File: config.mk
export PLATFORM = sky130hd
export DESIGN_NAME = cpu_rdata_arbiter
export DESIGN_NICKNAME = d
export VERILOG_FILES = /design/src/rtl/cpc_bus_pkg.sv /design/src/rtl/prio_enc.sv /design/src/rtl/cpu_rdata_arbiter.sv
export SDC_FILE = /design/constraint.sdc
export NUM_CORES = 1
export LEC_CHECK = 0
export ABC_AREA = 1
export BUFFER_PORTS_ARGS = -buffer_cell sky130_fd_sc_hd__buf_2
export CAP_MARGIN = 20
export CELL_PAD_IN_SITES_DETAIL_PLACEMENT = 0
export CELL_PAD_IN_SITES_GLOBAL_PLACEMENT = 2
export CORE_MARGIN = 2
export CORE_UTILIZATION = 29
export CTS_BUF_LIST = sky130_fd_sc_hd__clkbuf_4
export DETAILED_ROUTE_END_ITERATION = 8
export GPL_TIMING_DRIVEN = 0
export PLACE_DENSITY = 0.89
export SKIP_CTS_REPAIR_TIMING = 1
export SLEW_MARGIN = 25
export SYNTH_ARGS = -nofsm -noshare
export SYNTH_HDL_FRONTEND = slang
export SYNTH_SLANG_ARGS = --single-unit
File: constraint.sdc
create_clock -name clk -period 2.9 [get_ports clk]
set_input_delay 0.29 -clock clk [delete_from_list [all_inputs] [get_ports clk]]
set_output_delay 0.29 -clock clk [all_outputs]
set_load 0.005 [all_outputs]
File: src/rtl/cpc_bus_pkg.sv
// ----------------------------------------------------------------------------
// cpc_bus_pkg
// Definitions shared by the CPU bus-side blocks.
//   state_e     : read-data arbiter state (IDLE, WAIT, DONE)
//   DEFAULT_BUS : value seen on an undriven (pulled-up) data bus
//   TCNT_W      : width of the wait-state counter (covers TIMEOUT up to 255)
// ----------------------------------------------------------------------------
package cpc_bus_pkg;

    typedef enum logic [1:0] {
        ST_IDLE = 2'd0,
        ST_WAIT = 2'd1,
        ST_DONE = 2'd2
    } state_e;

    localparam logic [7:0] DEFAULT_BUS = 8'hFF;
    localparam int         TCNT_W      = 8;

endpackage : cpc_bus_pkg

File: src/rtl/prio_enc.sv
// ----------------------------------------------------------------------------
// prio_enc
// Purely combinational lowest-index priority encoder.
//   req   in  N   request vector
//   index out IW  index of the lowest set bit (0 when none set)
//   any   out 1   at least one bit set
//   multi out 1   more than one bit set
// ----------------------------------------------------------------------------
module prio_enc #(
    parameter int N  = 5,
    parameter int IW = (N > 1) ? $clog2(N) : 1
) (
    input  logic [N-1:0]  req,
    output logic [IW-1:0] index,
    output logic          any,
    output logic          multi
);

    always_comb begin
        index = '0;
        any   = 1'b0;
        multi = 1'b0;
        // Ascending scan: the first hit fixes the index, any later hit
        // means more than one request is present.
        for (int i = 0; i < N; i++) begin
            if (req[i]) begin
                if (any) begin
                    multi = 1'b1;
                end else begin
                    index = IW'(i);
                end
                any = 1'b1;
            end
        end
    end

endmodule : prio_enc

File: src/rtl/cpu_rdata_arbiter.sv
// ----------------------------------------------------------------------------
// cpu_rdata_arbiter
// Registered read-data arbiter between N address-decoded sources and the
// Z80 data-in bus, with wait-state handshake, timeout and conflict counting.
//   clk          in  1     system clock
//   reset        in  1     synchronous active-high reset
//   rd_req       in  1     CPU read cycle active (level, held for the read)
//   src_e        in  N     per-source enable (decoded hit)
//   src_d        in  N*W   packed source data, source i at [i*W +: W]
//   src_rdy      in  N     per-source data valid (only the winner matters)
//   D            out W     registered read data
//   wait_n       out 1     active-low WAIT to the CPU
//   d_valid      out 1     one-cycle pulse when D is updated
//   timeout      out 1     one-cycle pulse when DEFAULT returned on timeout
//   conflict     out 1     sticky: more than one src_e seen at read start
//   conflict_clr in  1     clears conflict and conflict_cnt
//   conflict_cnt out CNTW  saturating count of conflicting reads
// ----------------------------------------------------------------------------
module cpu_rdata_arbiter
    import cpc_bus_pkg::*;
#(
    parameter int           N       = 5,
    parameter int           W       = 8,
    parameter logic [W-1:0] DEFAULT = W'(DEFAULT_BUS),
    parameter int           TIMEOUT = 15,
    parameter int           CNTW    = 8
) (
    input  logic            clk,
    input  logic            reset,
    input  logic            rd_req,
    input  logic [N-1:0]    src_e,
    input  logic [N*W-1:0]  src_d,
    input  logic [N-1:0]    src_rdy,
    output logic [W-1:0]    D,
    output logic            wait_n,
    output logic            d_valid,
    output logic            timeout,
    output logic            conflict,
    input  logic            conflict_clr,
    output logic [CNTW-1:0] conflict_cnt
);

    localparam int IW = (N > 1) ? $clog2(N) : 1;

    // Unpack the source data bus into an array for indexed selection.
    logic [W-1:0] src_arr [N];

    generate
        for (genvar gi = 0; gi < N; gi++) begin : g_unpack
            assign src_arr[gi] = src_d[gi*W +: W];
        end
    endgenerate

    // Encoder on the live enables; only consulted when leaving IDLE.
    logic [IW-1:0] enc_idx;
    logic          enc_any;
    logic          enc_multi;

    prio_enc #(
        .N  (N),
        .IW (IW)
    ) u_prio_enc (
        .req   (src_e),
        .index (enc_idx),
        .any   (enc_any),
        .multi (enc_multi)
    );

    state_e            state_q,    state_d;
    logic [IW-1:0]     win_q,      win_d;
    logic [TCNT_W-1:0] tcnt_q,     tcnt_d;
    logic [W-1:0]      data_q,     data_d;
    logic              wait_n_q,   wait_n_d;
    logic              dvalid_q,   dvalid_d;
    logic              tmo_q,      tmo_d;
    logic              conf_q,     conf_d;
    logic [CNTW-1:0]   ccnt_q,     ccnt_d;

    logic timeout_hit;

    // Last permitted wait cycle; a TIMEOUT of 0 never fires.
    always_comb begin
        timeout_hit = 1'b0;
        if (TIMEOUT != 0) begin
            timeout_hit = (tcnt_q == TCNT_W'(TIMEOUT - 1));
        end
    end

    always_comb begin
        state_d  = state_q;
        win_d    = win_q;
        tcnt_d   = tcnt_q;
        data_d   = data_q;
        wait_n_d = wait_n_q;
        dvalid_d = 1'b0;
        tmo_d    = 1'b0;
        conf_d   = conf_q;
        ccnt_d   = ccnt_q;

        if (conflict_clr) begin
            conf_d = 1'b0;
            ccnt_d = '0;
        end

        unique case (state_q)
            ST_IDLE: begin
                wait_n_d = 1'b1;
                if (rd_req) begin
                    win_d = enc_idx;
                    // A new conflict overrides a same-cycle clear, so the
                    // count restarts at one rather than zero.
                    if (enc_multi) begin
                        conf_d = 1'b1;
                        if (conflict_clr) begin
                            ccnt_d = CNTW'(1);
                        end else if (ccnt_q != {CNTW{1'b1}}) begin
                            ccnt_d = ccnt_q + CNTW'(1);
                        end
                    end
                    if (!enc_any) begin
                        data_d   = DEFAULT;
                        dvalid_d = 1'b1;
                        state_d  = ST_DONE;
                    end else if (src_rdy[enc_idx]) begin
                        data_d   = src_arr[enc_idx];
                        dvalid_d = 1'b1;
                        state_d  = ST_DONE;
                    end else begin
                        wait_n_d = 1'b0;
                        tcnt_d   = '0;
                        state_d  = ST_WAIT;
                    end
                end
            end

            ST_WAIT: begin
                // Abort beats data, data beats timeout.
                if (!rd_req) begin
                    wait_n_d = 1'b1;
                    state_d  = ST_IDLE;
                end else if (src_rdy[win_q]) begin
                    data_d   = src_arr[win_q];
                    wait_n_d = 1'b1;
                    dvalid_d = 1'b1;
                    state_d  = ST_DONE;
                end else if (timeout_hit) begin
                    data_d   = DEFAULT;
                    wait_n_d = 1'b1;
                    dvalid_d = 1'b1;
                    tmo_d    = 1'b1;
                    state_d  = ST_DONE;
                end else begin
                    tcnt_d = tcnt_q + TCNT_W'(1);
                end
            end

            ST_DONE: begin
                wait_n_d = 1'b1;
                if (!rd_req) begin
                    state_d = ST_IDLE;
                end
            end

            default: begin
                wait_n_d = 1'b1;
                state_d  = ST_IDLE;
            end
        endcase
    end

    always_ff @(posedge clk) begin
        if (reset) begin
            state_q  <= ST_IDLE;
            win_q    <= '0;
            tcnt_q   <= '0;
            data_q   <= DEFAULT;
            wait_n_q <= 1'b1;
            dvalid_q <= 1'b0;
            tmo_q    <= 1'b0;
            conf_q   <= 1'b0;
            ccnt_q   <= '0;
        end else begin
            state_q  <= state_d;
            win_q    <= win_d;
            tcnt_q   <= tcnt_d;
            data_q   <= data_d;
            wait_n_q <= wait_n_d;
            dvalid_q <= dvalid_d;
            tmo_q    <= tmo_d;
            conf_q   <= conf_d;
            ccnt_q   <= ccnt_d;
        end
    end

    assign D            = data_q;
    assign wait_n       = wait_n_q;
    assign d_valid      = dvalid_q;
    assign timeout      = tmo_q;
    assign conflict     = conf_q;
    assign conflict_cnt = ccnt_q;

endmodule : cpu_rdata_arbiter
==> impl_metrics.tcl <==
set metrics [dict create \
    min_period_ps 1830 \
    holdWs_ps 250 \
    drt_pass1_iterations 4 \
    drive_gt1_frac 0.223 \
    hold_path_class "input pin to flop" \
    cp.arrival_ps 2040 \
    cts_inserted_buffers 5 \
    ios 74 \
    die_y_um 99.9 \
    synth_area_um2 2670 \
    setup_viol 0 \
    ir_drop_uv 220 \
    start_util 0.303 \
    cts_tree "done" \
    grt_start_max_net_pins 12 \
    outcome "complete, no violations" \
    clkLatencyLatePin_ps 330 \
    synth_cell_types 33 \
    cap_violations 0 \
    cts_sinks 33 \
    dieArea_um2 9980 \
    ant_nets 0 \
    rsz0062_at_grt "false" \
    slew_viol_final 0 \
    placementRows 34 \
    grt_use_total 0.171 \
    vias 3084 \
    critPathMaxFanout 10 \
    dp_hpwl_mm 6.52 \
    required_ps 3110 \
    slew_headroom 0.644 \
    power.density_nw_per_um2 414 \
    path_cells "clkinv_1 > nand2_2 > nand2_4 > a21oi_4 > nand2_4 > a21oi_1 > nand2_1" \
    avgSynthCellArea_um2 5.90 \
    grt-ovfl-total 0 \
    grt_pass1_vias 3059 \
    cts.htree.levels 2 \
    worstMarginPinSlew_ps 534 \
    grt_first_pass_wirelength_mm 14.0 \
    cp-start-kind "flop" \
    crit_type "flop to flop" \
    fmax_ghz 0.546 \
    routabilityCongestion 0.827 \
    synth-seq-cells 33 \
    clk_pin_slew_ps 110 \
    die_w_um 99.9 \
    area_delta_synth_final_pct 21.7 \
    finalHoldViolations 0 \
    setup_tns_ps 0 \
    cts_max_path_buffers 2 \
    post_drt_wl_per_cell_um 12.9 \
    clock_skew_ps 3.94 \
    dpl.cell_count 633 \
    drtIter0Drc 121 \
    critical_path_buf_inv_count 1 \
    fin_crit_sh 0.631 \
    critPathCaptureType "flop" \
    drc 0 \
    crit_slowest_cell "dfxtp_1" \
    p_leak_uw 0.00158 \
    viasPerCell 4.81 \
    cp_common_cell "nand2_4" \
    nNetsFinal 589 \
    slowest_delay_ps 350 \
    syn_inst 452 \
    routed_wl_mm 8.28 \
    cp_top_family "simple AND/OR/NAND/NOR gates" \
    antenna_found_initial 0 \
    synth.net_count 509 \
    final_cell_count_no_fill 641 \
    root_buffer "clkbuf_4" \
    port-buffer-count 73 \
    antenna-diode-count 0 \
    core_um2 8810 \
    yosys_warnings 0 \
    ys_seq_area_frac 0.248 \
]
[cells by family after synthesis]
family,Yosys count,share of synthesized area
AO/OA/AOI/OAI,78,0.158
XOR/XNOR,5,0.0164
adder cells (fa/ha/maj),3,0.0141
buffers and inverters,65,0.102
flip-flops,33,0.248
AND/OR/NAND/NOR,268,0.462
[worst paths after layout]
path | slack (ps) | start | cells past startpoint | endpoint
max | 1070 | win_q[2]$_SDFFE_PP0P_ | 7 | wait_n$_SDFFE_PP1P_
min | 250 | conflict_clr | 4 | conflict_cnt[0]$_SDFF_PP0_
max reg2reg | 1070 | win_q[2]$_SDFFE_PP0P_ | 7 | wait_n$_SDFFE_PP1P_
min reg2reg | 480 | conflict$_SDFF_PP0_ | 2 | conflict$_SDFF_PP0_
[flip-flops by register name, indices dropped and copies added, names as in the netlist]
name          count
D                 8
conflict          1
conflict_cnt      8
d_valid           1
state_q           2
tcnt_q            8
timeout           1
wait_n            1
win_q             3
[power by group]
part	leakage (uW)	switching (uW)	internal [uW]	total, uW
sequential	0.000270	22.9	486	509
combinational	0.00128	315	175	490
clock	0.0000389	166	178	344
total	0.00158	504	839	1340
[cells in the mapped netlist]
library cell / number / share of area
nor2_1: 51 / 0.072
clkinv_1: 1 / 0.0014
nand3_1: 65 / 0.12
nor2_2: 4 / 0.0094
nand2_1: 117 / 0.16
ha_1: 3 / 0.014
nand2_4: 3 / 0.013
nor3b_1: 1 / 0.0028
clkbuf_1: 5 / 0.0070
o21ai_0: 40 / 0.075
inv_2: 6 / 0.0084
inv_1: 43 / 0.061
buf_2: 7 / 0.013
xnor2_1: 2 / 0.0066
o211ai_1: 6 / 0.017
a21oi_1: 21 / 0.039
a21oi_4: 1 / 0.0061
nor3_1: 1 / 0.0019
a31oi_1: 1 / 0.0023
nor2_4: 2 / 0.0084
nand2_2: 6 / 0.014
or2_4: 1 / 0.0033
buf_4: 1 / 0.0028
o21ai_2: 1 / 0.0033
xor2_1: 3 / 0.0099
buf_6: 2 / 0.0084
nand4_1: 9 / 0.021
nor2_8: 1 / 0.0075
dfxtp_1: 33 / 0.25
o21ai_1: 8 / 0.015
nor4_1: 1 / 0.0023
or2_1: 2 / 0.0047
nand3_2: 4 / 0.015
[through the flow]
stage               utilization  setup WS [ps]  instance area, um^2  total power [uW]
finish                    0.369           1070                 3250              1340
global route              0.369            877                 3250              1450
CTS                       0.369           1070                 3250              1360
detailed placement        0.360           1000                 3170              1010
global placement          0.360            979                 3170              1010
floorplan                     -           1480                 2670               842
[final cells by class]
class,instances,area [um^2]
Multi-Input combinational cell,354,1730
Timing Repair Buffer,73,365
Clock buffer,5,37.5
Inverter,50,188
Tap cell,108,135
Clock inverter,3,41.3
Sequential cell,33,661
Fill cell,984,5560
Buffer,15,83.8
[cell usage in the layout (no fill, tap or decap), types with 2 or more instances in the layout]
cell	synthesis	final
nor2_4	2	2
nand2_2	6	6
nand3_2	4	4
o211ai_1	6	6
nand3_1	65	65
o21ai_1	8	8
xnor2_1	2	2
nand2_4	3	3
inv_2	6	6
o21ai_0	40	40
inv_1	43	43
buf_2	7	80
nand2_1	117	117
clkinv_1	1	2
xor2_1	3	3
ha_1	3	3
nor2_2	4	4
nand4_1	9	9
clkbuf_1	5	5
buf_6	2	2
nor2_1	51	51
dfxtp_1	33	33
or2_1	2	2
clkbuf_4	0	5
a21oi_1	21	21
[worst min-delay path: cells and delay by family]
| kind | cells | cell delay (ps) |
|---|---|---|
| AOI/OAI and AO/OA | 1 | 50 |
| and+or+nand+nor | 1 | 60 |
| buffers and inverters | 2 | 140 |
[layer usage]
metal  part of all wire  vias to the layer above  GRT usage  wire, um
met2               0.43                       78      0.273      3590
met4              0.011                        0     0.0327        95
li1                   -                     1639          -         -
met3              0.046                       10     0.0279       381
met1               0.51                     1357      0.245      4210
met5                  0                        -          0         0
(Power assumes the default switching activity.)
